$ cat config.mk
export PLATFORM = sky130hd
export DESIGN_NAME = audio_sample_streamer
export DESIGN_NICKNAME = d
export VERILOG_FILES = /design/src/rtl/audio_stream_pkg.sv /design/src/rtl/sample_lane_mux.sv /design/src/rtl/audio_sample_streamer.sv
export SDC_FILE = /design/constraint.sdc
export NUM_CORES = 1
export LEC_CHECK = 0
export ABC_AREA = 1
export BUFFER_PORTS_ARGS = -buffer_cell sky130_fd_sc_hd__buf_2
export CAP_MARGIN = 20
export CORE_MARGIN = 2
export CORE_UTILIZATION = 35
export DETAILED_ROUTE_END_ITERATION = 6
export PLACE_DENSITY_LB_ADDON = 0.15
export SLEW_MARGIN = 20
export SYNTH_ARGS = -nofsm -noshare
export SYNTH_HDL_FRONTEND = slang
export SYNTH_SLANG_ARGS = --single-unit
$ cat constraint.sdc
create_clock -name clk -period 2.5 [get_ports clk]
set_input_delay 0.5 -clock clk [delete_from_list [all_inputs] [get_ports clk]]
set_output_delay 0.5 -clock clk [all_outputs]
set_load 0.01 [all_outputs]
$ cat src/rtl/audio_stream_pkg.sv
// Shared types and default parameter values for the audio sample streamer.
// The FSM state enum is exported so checkers and benches can decode state_dbg.
package audio_stream_pkg;

  localparam int ADDR_W_DEF     = 23;
  localparam int DATA_W_DEF     = 32;
  localparam int SAMPLE_W_DEF   = 8;
  localparam int UNDERRUN_W_DEF = 16;

  typedef enum logic [2:0] {
    IDLE,
    FETCH,
    PLAY,
    ADVANCE,
    WRAP,
    PAUSED,
    DONE
  } state_t;

  // Lane index width; a single-lane word still needs a 1-bit index.
  function automatic int lane_idx_w(input int lanes);
    return (lanes > 1) ? $clog2(lanes) : 1;
  endfunction

endpackage

$ cat src/rtl/sample_lane_mux.sv
// Word buffer plus lane selection and mute for the audio sample streamer.
// Captures a fetched word on load and registers one selected lane per emit.
module sample_lane_mux
  import audio_stream_pkg::*;
#(
  parameter int DATA_W   = DATA_W_DEF,
  parameter int SAMPLE_W = SAMPLE_W_DEF,
  parameter int LANE_W   = 2
) (
  input  logic                clk,
  input  logic                rst_n,
  input  logic                load,
  input  logic [DATA_W-1:0]   word_in,
  input  logic                emit,
  input  logic [LANE_W-1:0]   lane,
  input  logic                mute,
  output logic [SAMPLE_W-1:0] sample_out
);

  localparam int LANES = DATA_W / SAMPLE_W;

  logic [DATA_W-1:0]   word_buf;
  logic [SAMPLE_W-1:0] lane_sel;

  // Lane 0 is the least significant slice of the word.
  always_comb begin
    lane_sel = '0;
    for (int i = 0; i < LANES; i++) begin
      if (int'(lane) == i) lane_sel = word_buf[i*SAMPLE_W +: SAMPLE_W];
    end
  end

  always_ff @(posedge clk or negedge rst_n) begin
    if (!rst_n) begin
      word_buf   <= '0;
      sample_out <= '0;
    end else begin
      if (load) word_buf <= word_in;
      if (emit) sample_out <= mute ? '0 : lane_sel;
    end
  end

endmodule

$ cat src/rtl/audio_sample_streamer.sv
// Streams packed audio samples from word memory over an inclusive address range,
// one sample per sample_tick, with pause/mute, looping via a wrap handshake and underrun counting.
module audio_sample_streamer
  import audio_stream_pkg::*;
#(
  parameter int ADDR_W     = ADDR_W_DEF,
  parameter int DATA_W     = DATA_W_DEF,
  parameter int SAMPLE_W   = SAMPLE_W_DEF,
  parameter int UNDERRUN_W = UNDERRUN_W_DEF
) (
  input  logic                  clk,
  input  logic                  rst_n,
  input  logic                  sample_tick,
  input  logic [ADDR_W-1:0]     start_addr,
  input  logic [ADDR_W-1:0]     end_addr,
  input  logic                  dir,
  input  logic                  loop_en,
  input  logic                  pause,
  input  logic                  mute,
  input  logic                  restart,
  output logic [ADDR_W-1:0]     mem_addr,
  output logic                  mem_req,
  input  logic                  mem_ack,
  input  logic [DATA_W-1:0]     mem_data,
  output logic [SAMPLE_W-1:0]   sample_out,
  output logic                  sample_valid,
  output logic                  wrap_req,
  input  logic                  wrap_ack,
  output logic                  busy,
  output logic                  done,
  output logic [UNDERRUN_W-1:0] underrun_count,
  output state_t                state_dbg
);

  localparam int LANES  = DATA_W / SAMPLE_W;
  localparam int LANE_W = lane_idx_w(LANES);
  localparam logic [LANE_W-1:0] LAST_LANE = LANE_W'(LANES - 1);

  // Handshakes: mem_req and wrap_req are registered levels that stay high until
  // the matching ack is seen on a rising edge; an ack while the request is low is ignored.
  state_t              state, next_state;
  logic [ADDR_W-1:0]   start_q, end_q;
  logic                dir_q;
  logic [LANE_W-1:0]   lane;
  logic                fetch_done, emit, bound_hit, underrun_hit, starving;

  assign fetch_done   = (state == FETCH) && mem_req && mem_ack && !restart;
  assign emit         = (state == PLAY) && sample_tick && !pause && !restart;
  assign bound_hit    = dir_q ? (mem_addr <= start_q) : (mem_addr >= end_q);
  assign starving     = (state == FETCH) || (state == ADVANCE) || (state == WRAP);
  assign underrun_hit = starving && sample_tick && !pause && !restart;

  assign busy      = (state != IDLE) && (state != DONE);
  assign done      = (state == DONE);
  assign state_dbg = state;

  always_comb begin
    next_state = state;
    if (restart) begin
      next_state = FETCH;
    end else begin
      case (state)
        IDLE:    next_state = IDLE;
        DONE:    next_state = DONE;
        FETCH:   if (fetch_done) next_state = PLAY;
        PLAY:    if (emit && (lane == LAST_LANE)) next_state = ADVANCE;
        ADVANCE: begin
          if (bound_hit) next_state = loop_en ? WRAP : DONE;
          else           next_state = pause ? PAUSED : FETCH;
        end
        WRAP:    if (wrap_ack) next_state = pause ? PAUSED : FETCH;
        PAUSED:  if (!pause) next_state = FETCH;
        default: next_state = IDLE;
      endcase
    end
  end

  always_ff @(posedge clk or negedge rst_n) begin
    if (!rst_n) begin
      state          <= IDLE;
      mem_addr       <= '0;
      start_q        <= '0;
      end_q          <= '0;
      dir_q          <= 1'b0;
      lane           <= '0;
      mem_req        <= 1'b0;
      wrap_req       <= 1'b0;
      sample_valid   <= 1'b0;
      underrun_count <= '0;
    end else begin
      state        <= next_state;
      // A restart drops both requests for one cycle so a coincident ack is discarded.
      mem_req      <= (next_state == FETCH) && !restart;
      wrap_req     <= (next_state == WRAP) && !restart;
      sample_valid <= emit;

      if (restart) begin
        start_q        <= start_addr;
        end_q          <= end_addr;
        dir_q          <= dir;
        mem_addr       <= dir ? end_addr : start_addr;
        lane           <= '0;
        underrun_count <= '0;
      end else begin
        if (underrun_hit && (underrun_count != '1))
          underrun_count <= underrun_count + 1'b1;

        if (fetch_done)  lane <= '0;
        else if (emit)   lane <= lane + 1'b1;

        if ((state == ADVANCE) && !bound_hit)
          mem_addr <= dir_q ? (mem_addr - 1'b1) : (mem_addr + 1'b1);

        if ((state == WRAP) && wrap_ack) begin
          start_q  <= start_addr;
          end_q    <= end_addr;
          dir_q    <= dir;
          mem_addr <= dir ? end_addr : start_addr;
        end
      end
    end
  end

  sample_lane_mux #(
    .DATA_W  (DATA_W),
    .SAMPLE_W(SAMPLE_W),
    .LANE_W  (LANE_W)
  ) u_lane_mux (
    .clk       (clk),
    .rst_n     (rst_n),
    .load      (fetch_done),
    .word_in   (mem_data),
    .emit      (emit),
    .lane      (lane),
    .mute      (mute),
    .sample_out(sample_out)
  );

endmodule

==> run metrics, run 1 <==
worst clock skew 16.7 ps; initial core utilization ~35%; Sw Ratio about 41%; worst max-slew margin expressed relative to the limit a little over half; I/O pin count around 140; fraction of final layout cells with drive strength greater than 1 about a fifth; final core utilization 42.8%; area share of the leading cell type in the synthesized netlist between 30% and 40%; number of register bits inferred by synthesis between 100 and 150; CP Data Required Time between 2000 and 3000 ps; total number of clock tree sinks 134; kind of start point of the critical path flop; detail-routed via count per cell 4.92; Final HPWL DP 21,400 um; worst slew pin tran between 700 and 800 ps; post-synthesis cell type count 43; sort of element at the end of the critical path flop; top fanout value on the critical path 12; per-instance average area after synthesis around 7.4 um^2; achievable clock frequency between 400 and 500 MHz; clock transition at the registers of the reported paths approximately 70 ps; height of the die about 160 um; yosys warns 0; total length of routed wires 27,600 um; H-tree levels 4; DR DRC count 0; DIE AREA between 20,000 and 30,000 um^2; Fin Setup TNS 0 ps; share of total power in the clock network approximately 27%; summed instance area of the synthesized netlist roughly 8800 um^2; vias in the first global route 7,839; number of search-and-repair iterations in the first detailed-routing pass 5; relative area change from synthesis to final layout 20.9%; floorplan core area approximately 25,000 um^2; top cells by area in the synthesized netlist sky130_fd_sc_hd__dfrtp_1 (38%), sky130_fd_sc_hd__nand2_1 (16%), sky130_fd_sc_hd__ha_1 (10%); minimum clock period after layout 2350 ps; share of power burned in registers between 30% and 40%; synthesized instance count between 1,000 and 1,500; largest net degree at the start of global routing 90; number of buffers inserted during clock tree synthesis 17; width of the chip 163 um; root buf cell sky130_fd_sc_hd__clkbuf_16; clock tree from TritonCTS built; DR WL/cell 16.3 um; Finish-stage setup viols 0; CP Data Arrival Time 2670 ps; number of pins with negative max-slew slack in the final report 0; proportion of synthesized flip-flops having asynchronous set or reset 100%; portion of the post-synthesis area used by sequential elements a little under two fifths; RSZ-0062 raised after global routing no; leakage power about 5.7 nW; dominant synthesized flop cell sky130_fd_sc_hd__dfrtp_1; placer's final routability congestion estimate around 0.92; total nets after synthesis about 1,400; count of buffers inserted at the top-level ports around 140; Max Cap Violations 0; first-pass GRT wire length 43,300 um; area post-placement approximately 10,000 um^2; Tot GR Track Use a little over a fifth; count of flip-flops with a built-in enable after synthesis 0; P_int between 0.005 and 0.006 W; peak supply drop approximately 0.5 mV; clock insertion delay at the later pin of the skew report between 400 and 500 ps; std cell rows 58; Final ANT Viol Nets 0; final hold slack 26.6 ps; run status finished clean; grt total ovfl 0; worst hold path class in2async; share of the cycle needed by the critical path after routing 93.9%; post-layout instance area around 11,000 um^2; routed metal-1 wirelength between 10,000 and 15,000 um; met3 wire length between 1000 and 1500 um; met2 WL between 10,000 and 15,000 um; count of endpoints failing hold in the final timing report 0; antenna violations before repair 0; ratio of total power to cell area about 870 nW/um^2; drt first-iter violations 623; critical path start-end classification reg2reg; proportion of power drawn by combinational gates 40.4%; max layer used met4; number of buffers inserted by hold repair at cts 0; maximum number of buffers from clock root to sink 2; total number of vias about 8,300; library cell with the largest summed area after synthesis sky130_fd_sc_hd__dfrtp_1; worst-case register-to-register setup slack roughly 150 ps; sw power 0.00380 W; Antenna Diode Count 0; nets@finish ~1,500
timing repair:
action	CTS	global route
gates resized for setup	0	11
endpoints found under the setup margin	0	21
buffers inserted	0	0
stage by stage:
stage / total power, W / std cells / worst slack (ps)
after floorplan: 0.00548 / 1190 / 137
after global placement: 0.00674 / 1658 / 120
after detailed placement: 0.00678 / 1658 / 94.0
after CTS: 0.00930 / 1690 / 68.0
after global routing: 0.0100 / 1690 / 2.20
final: 0.00928 / 1690 / 153
cells in the final DEF, fill, tap and decap left out, types with 2 or more instances in the layout:
cell type,n
sky130_fd_sc_hd__a31oi_1,2
sky130_fd_sc_hd__nand2_1,383
sky130_fd_sc_hd__nor2_4,2
sky130_fd_sc_hd__nand3b_1,2
sky130_fd_sc_hd__nor2_2,7
sky130_fd_sc_hd__ha_1,68
sky130_fd_sc_hd__clkbuf_16,17
sky130_fd_sc_hd__inv_6,4
sky130_fd_sc_hd__nor3_1,7
sky130_fd_sc_hd__o31ai_1,8
sky130_fd_sc_hd__o21ai_0,87
sky130_fd_sc_hd__or2_2,3
sky130_fd_sc_hd__buf_4,24
sky130_fd_sc_hd__inv_2,5
sky130_fd_sc_hd__a22oi_1,7
sky130_fd_sc_hd__nand2_2,2
sky130_fd_sc_hd__a21oi_1,76
sky130_fd_sc_hd__o21bai_1,3
sky130_fd_sc_hd__xnor2_1,7
sky130_fd_sc_hd__o21a_1,3
sky130_fd_sc_hd__nand2_4,3
sky130_fd_sc_hd__inv_1,136
sky130_fd_sc_hd__nand3_1,42
sky130_fd_sc_hd__buf_2,141
sky130_fd_sc_hd__ha_2,3
sky130_fd_sc_hd__xor2_1,3
sky130_fd_sc_hd__buf_12,3
sky130_fd_sc_hd__inv_8,8
sky130_fd_sc_hd__mux2_2,30
sky130_fd_sc_hd__nor2_1,91
sky130_fd_sc_hd__a211oi_1,4
sky130_fd_sc_hd__nand4_1,22
sky130_fd_sc_hd__dfrtp_1,134
sky130_fd_sc_hd__a21o_1,2
power groups by stage:
stage	Combinational (W)	Clock, W	Sequential [W]
after floorplan	0.00250	0	0.00298
after global placement	0.00368	0	0.00306
after detailed placement	0.00371	0	0.00308
after CTS	0.00373	0.00253	0.00304
after global routing	0.00429	0.00262	0.00310
final	0.00375	0.00249	0.00304
routing by layer:
layer	GRT usage, %	vias up
li1	-	4181
met1	31.1	3908
met2	33.2	206
met3	3.03	25
met4	5.27	0
met5	0	-
path summary, 6_finish.rpt:
check / start / endpoint / depth (start not counted)
min reg2reg: u_lane_mux.sample_out[2] / u_lane_mux.sample_out[2] / 2
max: dir_q / mem_addr[20] / 14
min in group clk: mem_data[3] / u_lane_mux.word_buf[3] / 2
min: rst_n / end_q[1] / 1
max reg2reg: dir_q / mem_addr[20] / 14
max in group asynchronous: rst_n / mem_addr[14] / 2
registers in the layout, summed over array words and instances, names as in the netlist:
register	count
underrun_count	16
u_lane_mux.sample_out	8
state_dbg	3
mem_addr	23
u_lane_mux.word_buf	32
wrap_req	1
mem_req	1
end_q	23
start_q	23
dir_q	1
lane	2
sample_valid	1
worst max-delay path: stages, from the launching register on:
cell and delay (ps):
sky130_fd_sc_hd__dfrtp_1 390, sky130_fd_sc_hd__buf_4 200, sky130_fd_sc_hd__ha_1 390, sky130_fd_sc_hd__nand2_1 110
sky130_fd_sc_hd__nor2_2 190, sky130_fd_sc_hd__and2_1 220, sky130_fd_sc_hd__nand4_1 200, sky130_fd_sc_hd__nand3_1 140
sky130_fd_sc_hd__nand2_1 60, sky130_fd_sc_hd__nand3_1 60, sky130_fd_sc_hd__nand2_1 60, sky130_fd_sc_hd__nand2_1 50
sky130_fd_sc_hd__nand2_1 60, sky130_fd_sc_hd__nand2_1 50, sky130_fd_sc_hd__nand2_1 60
layout make-up:
cell class / instances / area [um^2]
fill: 2654 / 14300
multi-input combinational: 882 / 4840
sequential: 134 / 3350
timing repair buffer: 169 / 957
inverter: 143 / 539
clock buffer: 17 / 425
tap: 330 / 413
clock inverter: 15 / 146
cell families after synthesis:
group,Yosys count,synth area share [%]
mux,31,3.94
fa+ha+maj,73,10.4
buf+inv,174,7.55
xor+xnor,10,0.992
flops,134,38.0
compound gates,198,12.2
simple gates,570,26.9
synthesized netlist by cell type (4+ instances only):
master and instances:
sky130_fd_sc_hd__nand2_1 383, sky130_fd_sc_hd__inv_1 136, sky130_fd_sc_hd__dfrtp_1 134, sky130_fd_sc_hd__nor2_1 94, sky130_fd_sc_hd__o21ai_0 88, sky130_fd_sc_hd__a21oi_1 76, sky130_fd_sc_hd__ha_1 72, sky130_fd_sc_hd__nand3_1 43
sky130_fd_sc_hd__mux2_2 30, sky130_fd_sc_hd__nand4_1 22, sky130_fd_sc_hd__clkbuf_1 16, sky130_fd_sc_hd__buf_2 11, sky130_fd_sc_hd__o31ai_1 8, sky130_fd_sc_hd__a22oi_1 7, sky130_fd_sc_hd__nor3_1 7, sky130_fd_sc_hd__xnor2_1 7
sky130_fd_sc_hd__inv_2 6, sky130_fd_sc_hd__a211oi_1 4, sky130_fd_sc_hd__buf_1 4, sky130_fd_sc_hd__nor2_2 4
Power figures use the tool's default switching activity.
==> run 2: changes to the inputs <==
clock period = 2.2 ns   (was 2.5 ns; I/O delays follow)
==> run metrics, run 2 (same netlist as run 1, synthesis figures left out) <==
run status finished, violations left; violated checks setup timing; placer's final routability congestion estimate 0.936 (+2.2%); post-placement cell count 1,731 (+4.4%); total length of routed wires 28,200 um (+2.4%); worst slew pin tran 556 ps (-151 ps); vias in the first global route 8,252 (+5.3%); total number of vias 8,645 (+3.9%); nets@finish 1,602 (+6.2%); final hold slack 238 ps (+211 ps); CP Data Required Time 2510 ps (-310 ps); width of the chip 163 um (unchanged); hold path startpoint mem_data[0]; area post-placement 10,700 um^2 (+5.8%); commonest cells after routing, fill and taps aside sky130_fd_sc_hd__nand2_1 (333), sky130_fd_sc_hd__buf_2 (141), sky130_fd_sc_hd__inv_1 (130); I/O pin count 143 (unchanged); worst slack after detailed placement -235 ps (-329 ps); share of the cycle needed by the critical path after routing 101% (+7.1 points); number of buffers inserted during clock tree synthesis 17 (unchanged); initial core utilization 35.4% (unchanged); top fanout value on the critical path 8 (-4); achievable clock frequency 450 MHz (+5.6%); total number of clock tree sinks 134 (unchanged); clock tree from TritonCTS built; DR DRC count 0 (unchanged); DIE AREA 26,500 um^2 (unchanged); cell class contributing the biggest share of worst-path delay simple AND/OR/NAND/NOR gates; maximum number of buffers from clock root to sink 2 (unchanged); H-tree levels 4 (unchanged); commonest non-fill, non-tap cell in the layout sky130_fd_sc_hd__nand2_1; CP startpoint dir_q; Final HPWL DP 21,200 um (-1.0%); clock insertion delay at the later pin of the skew report 430 ps (about the same); CP Data Arrival Time 2540 ps (-130 ps); Worst Path Buf+Inv 3 (+2); critical path start-end classification reg2reg; peak supply drop 0.543 mV (+8.7%); floorplan core area 25,000 um^2 (unchanged); final core utilization 48.9% (+6.2 points); relative area change from synthesis to final layout 38.4%; register name with the most flops u_lane_mux.word_buf; Finish-stage setup viols 5 (+5); DR WL/cell 15.8 um (-2.9%); kind of start point of the critical path flop; number of pins with negative max-slew slack in the final report 0 (unchanged); std cell rows 58 (unchanged); Max Cap Violations 0 (unchanged); first-pass GRT wire length 43,200 um (-0.25%); Finished Layout Cells 1,784 (+5.6%); max FFs per register 32 (unchanged); height of the die 163 um (unchanged); ratio of total power to cell area 1010 nW/um^2 (+16%); leakage power 6.25 nW (+9.9%); cell-by-cell listing of the critical path inv_1 > fa_2 > inv_1 > nand3_1 > nand3_2 > buf_4 > nand4_1 > nand3_1 > nand2_1 > nand3_2 > nand2_1 > nand2_1 > nand2_1 > nand2_1 > nand2_1; count of endpoints failing hold in the final timing report 0 (unchanged); RSZ-0062 raised after global routing yes; sort of element at the end of the critical path flop; count of buffers inserted at the top-level ports 142 (unchanged); grt total ovfl 0 (unchanged); worst max-slew margin expressed relative to the limit 62.8% (+10 points); largest net degree at the start of global routing 90 (unchanged); Antenna Diode Count 0 (unchanged); antenna violations before repair 0 (unchanged); Tot GR Track Use 20.9% (-0.36 points); drt first-iter violations 623 (unchanged); start of the worst register-to-register path dir_q; Final ANT Viol Nets 0 (unchanged); CP max-delay cell sky130_fd_sc_hd__dfrtp_2; fraction of final layout cells with drive strength greater than 1 34.1% (+15 points); clock transition at the registers of the reported paths 70 ps (about the same); post-layout instance area 12,200 um^2 (+14%); detail-routed via count per cell 4.85 (-1.6%); number of search-and-repair iterations in the first detailed-routing pass 5 (unchanged); least setup slack across all paths after layout -22.1 ps (-175 ps); root buf cell sky130_fd_sc_hd__clkbuf_16; Crit path top cell by count sky130_fd_sc_hd__nand2_1; worst clock skew 10.7 ps (-5.98 ps); worst hold path class in2reg; CP max stage delay 530 ps (+140 ps); minimum clock period after layout 2220 ps (-125 ps)
-- run 2: cell types whose count changed in the layout (fill, tap and decap cells not counted), sizes merged --
cell,delta
clkbuf,+1
buf,+92
dlygate4sd3,+1
clkinv,+2
inv,-2
-- run 2: worst reg2reg max path, delay by kind of cell (launching register included) --
| family | cells | cell delay [ps] |
|---|---|---|
| buffers and inverters | 3 | 370 |
| DFF | 1 | 530 |
| and+or+nand+nor | 11 | 850 |
| adders and majority gates | 1 | 370 |
-- run 2: path summary, 6_finish.rpt --
| path | cells after the start | to | slack (ps) |
|---|---|---|---|
| max | 15 | mem_addr[20] | -20 |
| min | 2 | u_lane_mux.word_buf[0] | 240 |
| max reg2reg | 15 | mem_addr[20] | -20 |
| min reg2reg | 2 | u_lane_mux.sample_out[5] | 490 |
| max in group asynchronous | 3 | u_lane_mux.word_buf[27] | 1090 |
| min in group asynchronous | 2 | start_q[6] | 530 |
-- run 2: power breakdown --
part           switching (W)  internal [W]
Sequential          0.000405       0.00300
Combinational        0.00322       0.00284
Clock                0.00131       0.00152
-- run 2: per-layer routing --
layer	track usage (%)	wire length [um]	up-vias
li1	-	-	4373
met5	0	0	-
met2	32.6	12600	198
met1	29.9	13700	4042
met4	5.99	572	0
met3	3.59	1350	32
-- run 2: timing repair --
action                                  4_1_cts  5_1_grt
hold endpoints to repair                     37        0
cloned                                        0        1
hold buffers                                  1        0
pin swaps                                     4       28
endpoints found under the setup margin       25       28
gates resized for setup                      28      154
buffers inserted                              2       17
-- run 2: final cells by class --
| cell class | count | area (um^2) |
|---|---|---|
| repair buffers | 263 | 1760 |
| fillers | 2502 | 12700 |
| inverters | 143 | 544 |
| well taps | 330 | 413 |
| clock inverters | 15 | 154 |
| flip-flops and latches | 134 | 3370 |
| multi-input cells | 882 | 5550 |
| clock buffers | 17 | 425 |
-- run 2: stage by stage --
stage | power (W) | setup TNS, ps
after floorplan | 0.00623 | 0
after CTS | 0.0114 | -191
after detailed placement | 0.00831 | -4050
after global routing | 0.0132 | -2630
after global placement | 0.00826 | -4390
final | 0.0123 | -68.7
